==> config.mk <==
export PLATFORM = sky130hd
export DESIGN_NAME = demux_dispatch_ctrl
export DESIGN_NICKNAME = d
export VERILOG_FILES = /design/src/rtl/demux_dispatch_ctrl.sv
export SDC_FILE = /design/constraint.sdc
export NUM_CORES = 1
export LEC_CHECK = 0
export ABC_AREA = 1
export CAP_MARGIN = 20
export CORE_MARGIN = 2
export CORE_UTILIZATION = 50
export CTS_CLUSTER_SIZE = 10
export DETAILED_ROUTE_END_ITERATION = 8
export HOLD_SLACK_MARGIN = 0.1
export PLACE_DENSITY = 0.94
export SLEW_MARGIN = 20
export SYNTH_ARGS = -nofsm -noshare
export SYNTH_HDL_FRONTEND = slang
export SYNTH_SLANG_ARGS = --single-unit
==> constraint.sdc <==
create_clock -name clk -period 3.3 [get_ports clk]
set_input_delay 0.66 -clock clk [delete_from_list [all_inputs] [get_ports clk]]
set_output_delay 0.66 -clock clk [all_outputs]
set_load 0.02 [all_outputs]
==> src/rtl/demux_dispatch_ctrl.sv <==
// Steers one valid/ready stream into four one-entry lane holding registers, round-robin or by select.
// Latency 1 cycle; in_ready drops only when the target lane (or every lane, round-robin) is full and stalled.
module demux_dispatch_ctrl #(
    parameter int WIDTH = 8
) (
    input  logic               clk,
    input  logic               rst,
    input  logic               in_valid,
    output logic               in_ready,
    input  logic [WIDTH-1:0]   in_data,
    input  logic               mode,
    input  logic [1:0]         sel,
    output logic [3:0]         out_valid,
    input  logic [3:0]         out_ready,
    output logic [4*WIDTH-1:0] out_data,
    output logic [1:0]         ptr
);

    logic [3:0]            free;
    logic [1:0]            rr_target;
    logic [1:0]            target;
    logic                  xfer;
    logic [3:0][WIDTH-1:0] lane_q;

    // A full lane that drains this cycle can be reloaded in the same cycle.
    assign free = ~out_valid | out_ready;

    always_comb begin
        logic       found;
        logic [1:0] idx;
        rr_target = ptr;
        found     = 1'b0;
        idx       = ptr;
        for (int k = 0; k < 4; k++) begin
            idx = ptr + 2'(k);
            if (!found && free[idx]) begin
                rr_target = idx;
                found     = 1'b1;
            end
        end
    end

    assign target   = mode ? sel : rr_target;
    assign in_ready = mode ? free[sel] : |free;
    assign xfer     = in_valid & in_ready;

    always_ff @(posedge clk or posedge rst) begin
        if (rst) begin
            out_valid <= 4'b0000;
            lane_q    <= '0;
        end else begin
            for (int i = 0; i < 4; i++) begin
                // Load takes priority over drain so a word is never dropped.
                if (xfer && target == 2'(i)) begin
                    lane_q[i]    <= in_data;
                    out_valid[i] <= 1'b1;
                end else if (out_ready[i]) begin
                    out_valid[i] <= 1'b0;
                end
            end
        end
    end

    always_ff @(posedge clk or posedge rst) begin
        if (rst) begin
            ptr <= 2'd0;
        end else if (xfer && !mode) begin
            ptr <= target + 2'd1;
        end
    end

    assign out_data = lane_q;

endmodule

After elaboration in Yosys (flattened, before gate mapping):

Index checks and enable logic that the tools add are counted.

* add/subtract/negate cells: 4
* $lt $le $gt $ge: 5
* equal/unequal tests: 3
* muxes and demuxes: 26
* bitwise operators: 3
* reductions and logical operators: 18

Operator list (number)
* 1-bit two-way mux: 17
* 2-bit by 3-bit less-than comparator with 1-bit output, second input constant: 5
* 1-bit binary-select mux with 2-bit select: 5
* 1-bit logical AND: 8
* 2-bit two-way mux: 4
* 2-bit nonzero test: 4
* 2-bit by 1-bit adder with 2-bit output, second input constant: 2
* 2-bit adder, second input constant: 2
* 2-bit equality test, second input constant: 2
* 1-bit zero test: 4
* 4-bit inverter: 1
* 4-bit bitwise OR: 1
* 4-bit OR reduction: 1
* 2-bit by 1-bit equality test with 1-bit output, second input constant: 1
* 2-bit zero test: 1
* 1-bit AND: 1

* register bits after elaboration: 38
* input bits: 18
* output and inout port bits: 39
* word-level logic and storage cells: 68

Logic depth before layout (Yosys ltp):

Gate-level depths: netlist (run 1).

* word-level depth: 18
* depth in mapped cells: 17
* depth with buffers taken out: 15

Least setup slack after synthesis (run 1):

OpenSTA, ideal clock, no wires.

* path kind: input port to output port
* from: input port mode
* to: output port in_ready
* arrival time: 1.410 ns
* data required time: 2.640 ns
* slack: 1.230 ns
* cell stages on the path: 7
* path buffers: 0
* cells stage by stage: inv_2 -> nor2_1 -> inv_2 -> a21oi_1 -> o21ai_0 -> nand2_1 -> nor2_1

* word-level cells in the longest chain between the ends: 1

RTL lines
* start, declared: line 11 `input logic mode,`
* 1-bit two-way mux: line 44 `assign in_ready = mode ? free[sel] : |free;`
* end, declared: line 9 `output logic in_ready,`

No other way between the ends.

Final worst setup path (run 1):

Same ends and word-level chain as after synthesis.

==> results.txt, run 1 <==
vias in the first global route = 1825
Die X-Extent = 68.38 µm
fmax = 0.3194 GHz
RSZ-0062 raised after global routing = no
worst min-delay path class = flip-flop to flip-flop
worst r2r dst = out_data[17]$_DFFE_PP0P_
WS Path Type = input pin to output pin
Pins Over Slew Limit = 0
clock latency on the worst-skew pair = 0.30 ns
Port Buffer Count = 56
Synth cell types = 31
Synthesis Warnings = 0
Hold WS = 0.4729 ns
CTS Buffer Depth = 2
global placer's final weighted congestion = 0.8596
VDD IR-drop max = 0.5162 mV
Layout Skew = 0.01343 ns
hold depth = 2
layout cell share with drive strength beyond 1 = 0.1323
Clock transition at path regs = 0.07 ns
Reg2Reg Launch Point = ptr[0]$_DFFE_PP0P_
Fillers = 320
DR top layer = met4
Final Critical Period = 3.131 ns
synthesized instance count = 250
Final Cycle Share = 0.9486
endpoints failing setup = 0
largest net degree at the start of global routing = 27
reg2reg setup slack = 0.99 ns
Setup Slack @ Placement = 0.1950 ns
Post-CTS Setup Bufs = 0
Worst R2R Path Depth = 12
register area share after synthesis = 0.4589
multi-input logic area = 979.7 µm²
Post-Syn Area = 2072 µm²
FP Rows = 23
worst-path maximum fanout = 7
vias = 1971
DR iter-0 viols = 135
DRC Markers = 0
Metal-1 WL = 2.171 mm
DP Cell Count = 353
Power Total = 2.559 mW
status = finished clean
hpwl dp = 3.849 mm
WP data arrival = 2.47 ns
CTS buffer count = 5
hold_sp = out_data[18]$_DFFE_PP0P_
die area = 4675 µm²
Hold Path End = out_data[18]$_DFFE_PP0P_
Finished Cell Area = 2733 µm²
H-tree depth = 2
average wire per standard cell = 14.56 µm
final hold violation count = 0
P&R area growth vs syn = 31.88%
setup TNS = 0 ns
net count after synthesis = 268
IO Pins = 57
nets = 328
metal3 WL = 424 µm
vias per cell = 5.475
global-route wire length before repair = 8.211 mm
Final Util = 0.6831
final worst slack = 0.1695 ns
core area = 4000 µm²
startpoint type of the worst setup path = input pin
Starting Density = 0.5180
Total GRT Usage = 0.2394
first drt pass iteration count = 4
number of max-cap violations = 0
pwr/cell area = 936.4 nW/µm²
Post-CTS Resized = 0
Worst slew margin = 0.6670
CP Data Required Time = 2.64 ns
final antenna diode count = 0
CP Capture Type = output pin
hold buffers post-CTS = 0
total wire length = 5.242 mm
Reg area = 950.9 µm²
Finished Layout Cells = 360
clk root buf = clkbuf_8
grt ovf = 0
Pleak = 1.351 nW
CTS tree = yes
CTS Sinks = 38
met2 wire len = 2.550 mm
worst-margin pin slew = 0.4990 ns
placed standard-cell area = 2654 µm²
FF+latch count, synth = 38
syn avg cell area = 8.288 µm²
Die Y = 68.38 µm
Detail Route Antenna Nets = 0
initial antenna violation count = 0
[power breakdown]
group,total (mW),leakage (nW),internal (mW),switching (mW)
sequential,0.856,0.476,0.680,0.176
combinational,1.40,0.832,0.586,0.810
clock,0.306,0.0438,0.142,0.164
[critical path, cell delays in order]
cell and delay (ns):
clkdlybuf4s50_1 0.50, inv_2 0.08, or2_2 0.29, o22ai_1 0.13
nand2_1 0.07, nand2_1 0.13, nor2_1 0.05, clkdlybuf4s50_1 0.55
[layout by cell type, fill, tap and decap left out]
cell type / netlist / layout
o21ai_0: 2 / 2
nor4_1: 1 / 1
clkinv_2: 0 / 2
a21oi_2: 1 / 1
nand3_1: 19 / 19
a21oi_1: 1 / 1
inv_1: 7 / 7
buf_4: 2 / 6
nand2_1: 116 / 116
nor2_4: 2 / 2
nor2_1: 3 / 3
or2_2: 1 / 1
inv_4: 1 / 1
nand2_2: 3 / 3
nand4_2: 1 / 1
o21ai_1: 1 / 1
nor3b_4: 0 / 1
o22ai_1: 1 / 1
clkdlybuf4s50_1: 0 / 56
inv_2: 3 / 3
nand4_1: 24 / 24
clkbuf_8: 0 / 5
nand3_4: 2 / 2
inv_8: 1 / 1
nor2_2: 1 / 1
nand4_4: 1 / 1
dfrtp_1: 38 / 38
nand2_4: 4 / 4
nand3_2: 6 / 6
[flip-flops by register name, indices dropped and copies added (netlist names)]
name / count
out_data: 32
out_valid: 4
ptr: 2
[synth_stat cells, drive strengths merged]
| library cell | instances | share of area |
|---|---|---|
| nor2 | 6 | 0.019 |
| nand2 | 123 | 0.24 |
| clkbuf | 1 | 0.0018 |
| dfrtp | 38 | 0.46 |
| a21oi | 2 | 0.0066 |
| o21ai | 3 | 0.0072 |
| nor3b | 1 | 0.0060 |
| nor4 | 1 | 0.0030 |
| nand3 | 27 | 0.092 |
| inv | 12 | 0.027 |
| buf | 8 | 0.043 |
| o22ai | 1 | 0.0030 |
| or2 | 1 | 0.0030 |
| nand4 | 26 | 0.089 |
[how the worst max path moves through the flow]
stage	to	depth (start not counted)	startpoint	slack, ns
6_report	in_ready	8	mode	0.17
5_1_grt	in_ready	9	mode	0.11
4_1_cts	in_ready	8	mode	0.19
3_3_place_gp	in_ready	8	mode	0.22
3_5_place_dp	in_ready	8	mode	0.19
2_1_floorplan	in_ready	7	mode	1.23
[final cells by class]
| class | count | area share |
|---|---|---|
| clock inverter | 2 | 0.003663 |
| tap | 50 | 0.02289 |
| clock buffer | 5 | 0.02518 |
| multi-input combinational | 191 | 0.3585 |
| timing repair buffer | 62 | 0.2216 |
| sequential | 38 | 0.3480 |
| inverter | 12 | 0.02015 |
[kinds of logic (layout without fill, tap and decap cells)]
group | count (synthesis) | after routing | share of synthesized area
flip-flops | 38 | 38 | 0.4589
AND/OR/NAND/NOR | 185 | 185 | 0.4529
AO/OA/AOI/OAI | 6 | 6 | 0.01691
buffers and inverters | 21 | 81 | 0.07125
[metal layers]
metal  track usage  up-vias
met1        0.2931      920
met5             0        -
met2        0.4090       87
li1              -      952
met4       0.09500        0
met3       0.05263       12
Note: power is estimated with default switching activity, not from simulation.
==> run 2, diff against run 1 <==
- CORE_UTILIZATION: 50 -> 43
- PLACE_DENSITY: 0.94 -> 0.87
- clock period: 3.3 -> 2.8 ns (I/O delays scaled with it)
==> run 2 against run 1 <==
Sequential cell count unchanged. Global-route usage down 2.6 points. Highest routed layer unchanged. Count of clock-buffer cells in the layout up 1. Combinational power up 18%. Clock skew down 0.0090 ns.
==> results.txt, run 2 (synthesis gave the netlist of run 1 again) <==
status = finished clean
CTS Sinks = 38 (unchanged)
P&R area growth vs syn = 37.92%
Detail Route Antenna Nets = 0 (unchanged)
nets = 334 (+1.8%)
grt ovf = 0 (unchanged)
CP Capture Type = output pin
most frequent cells in the layout = nand2_1 (116), clkdlybuf4s50_1 (55), dfrtp_1 (38)
most common cell after layout, fill and taps aside = nand2_1
hpwl dp = 3.866 mm (+0.44%)
CTS buffer count = 5 (unchanged)
hold_sp = out_data[3]$_DFFE_PP0P_
Final Cycle Share = 0.9598
Worst slew margin = 0.6713 (+0.004294)
Clock transition at path regs = 0.07 ns (about the same)
final hold violation count = 0 (unchanged)
worst-path maximum fanout = 4 (-3)
WS Path Type = input pin to output pin
met3 Resource Use GR = 0.04527 (-0.007364)
Largest register FFs = 32 (unchanged)
Reg area = 950.9 µm² (unchanged)
setup TNS = 0 ns (unchanged)
core area = 4692 µm² (+17%)
Layout Skew = 0.004439 ns (-0.008989 ns)
Port Buffer Count = 56 (unchanged)
CP Data Required Time = 2.24 ns (-0.40 ns)
P_sw = 1.336 mW (+16%)
clk root buf = clkbuf_8
H-tree depth = 2 (unchanged)
Post-CTS Setup Bufs = 0 (unchanged)
startpoint type of the worst setup path = input pin
vias = 1934 (-1.9%)
Seq pwr share = 0.310 (-0.025)
CTS tree = yes
VDD IR-drop max = 0.6470 mV (+25%)
Setup Slack @ Placement = -0.1021 ns (-0.2971 ns)
RSZ-0062 raised after global routing = no
Reg2Reg Launch Point = ptr[0]$_DFFE_PP0P_
DRC Markers = 0 (unchanged)
Hold WS = 0.4755 ns (+0.002641 ns)
DR iter-0 viols = 78 (-42%)
clock latency on the worst-skew pair = 0.28 ns (-0.02 ns)
gr busiest metal = met2
Starting Density = 0.4416 (-0.07639)
Clk pwr share = 0.176 (+0.056)
met2 Usage GRT = 0.3544 (-0.05463)
endpoints failing setup = 0 (unchanged)
combinational share of power = 0.514 (-0.032)
Fillers = 410 (+28%)
die area = 5390 µm² (+15%)
IO Pins = 57 (unchanged)
vias in the first global route = 1936 (+6.1%)
global placer's final weighted congestion = 0.8641 (+0.52%)
Die X-Extent = 73.42 µm (+7.4%)
WP data arrival = 2.13 ns (-0.34 ns)
Die Y = 73.42 µm (+7.4%)
Internal = 1.880 mW (+33%)
FP Rows = 25 (+8.7%)
final antenna diode count = 0 (unchanged)
final worst slack = 0.1127 ns (-0.05680 ns)
vias per cell = 5.213 (-4.8%)
fmax = 0.3721 GHz
total wire length = 5.263 mm (+0.40%)
worst-margin pin slew = 0.4931 ns (-0.005891 ns)
number of max-cap violations = 0 (unchanged)
Final Critical Period = 2.687 ns
average wire per standard cell = 14.19 µm (-2.6%)
Pleak = 1.411 nW (+4.4%)
largest net degree at the start of global routing = 39 (+44%)
met1 usage = 0.2853 (-0.007784)
Pins Over Slew Limit = 0 (unchanged)
Total GRT Usage = 0.2129 (-0.02647)
initial antenna violation count = 0 (unchanged)
worst min-delay path class = flip-flop to flip-flop
global-route wire length before repair = 8.914 mm (+8.6%)
CTS Buffer Depth = 2 (unchanged)
multi-input logic area = 979.7 µm² (unchanged)
pwr/cell area = 1125 nW/µm² (+20%)
first drt pass iteration count = 4 (unchanged)
layout cell share with drive strength beyond 1 = 0.1514 (+0.01916)
Setup crit start = mode
Sw Ratio = 0.4154 (-0.03417)
-- run 2: cell count changes in the layout (fill, tap and decap cells not counted) --
cell,change
buf_4,+5
bufinv_16,+2
clkinv_2,-2
buf_12,+1
clkbuf_8,+1
clkdlybuf4s50_1,-1
dlygate4sd2_1,+1
-- run 2: area by class of cell --
cell class                      count  area share
Clock buffer                        6     0.02890
Clock inverter                      2     0.02102
Inverter                           12     0.01926
Multi-Input combinational cell    191      0.3428
Sequential cell                    38      0.3327
Tap cell                           54     0.02364
Timing Repair Buffer               68      0.2316
-- run 2: repair_timing --
| action | in CTS | in global routing |
|---|---|---|
| endpoints found under the setup margin | 1 | 0 |
| hold buffers | 0 | 0 |
| resized for setup | 1 | 0 |
| hold endpoints to repair | 0 | 0 |
-- run 2: stage by stage --
step	area (µm²)	total power [mW]	instances	util
after detailed placement	2716	2.664	363	0.5789
after floorplan	2072	2.006	250	-
after CTS	2858	3.247	371	0.6091
after global placement	2716	2.627	363	0.5789
after global routing	2858	3.439	371	0.6091
final	2858	3.215	371	0.6091
-- run 2: per-layer routing --
layer / part of all wire / vias up
met3: 0.075 / 6
met2: 0.49 / 74
met5: 0 / -
met1: 0.43 / 892
li1: - / 962
met4: 0.0099 / 0
-- run 2: final timing paths --
check	cells after the start	slack (ns)	endpoint
hold / removal	2	0.48	out_data[3]$_DFFE_PP0P_
max in group asynchronous	3	1.76	out_data[30]$_DFFE_PP0P_
hold reg to reg	2	0.48	out_data[3]$_DFFE_PP0P_
min in group asynchronous	3	0.68	out_valid[2]$_DFFE_PP0P_
setup reg to reg	13	0.55	out_data[28]$_DFFE_PP0P_
setup / recovery	8	0.11	in_ready
-- run 2: critical path, cell delays in order --
cell and delay (ns):
clkdlybuf4s50_1 0.51, inv_2 0.06, or2_2 0.28, o22ai_1 0.13
nand2_1 0.07, nand2_1 0.12, nor2_1 0.06, dlygate4sd2_1 0.33
-- run 2: power by group through the flow --
stage	sequential (mW)	clock [mW]	combinational (mW)
4_1_cts	0.999	0.580	1.67
2_1_floorplan	1.27	0	0.740
3_5_place_dp	1.00	0	1.66
5_1_grt	1.03	0.599	1.81
3_3_place_gp	1.00	0	1.63
6_report	0.997	0.565	1.65
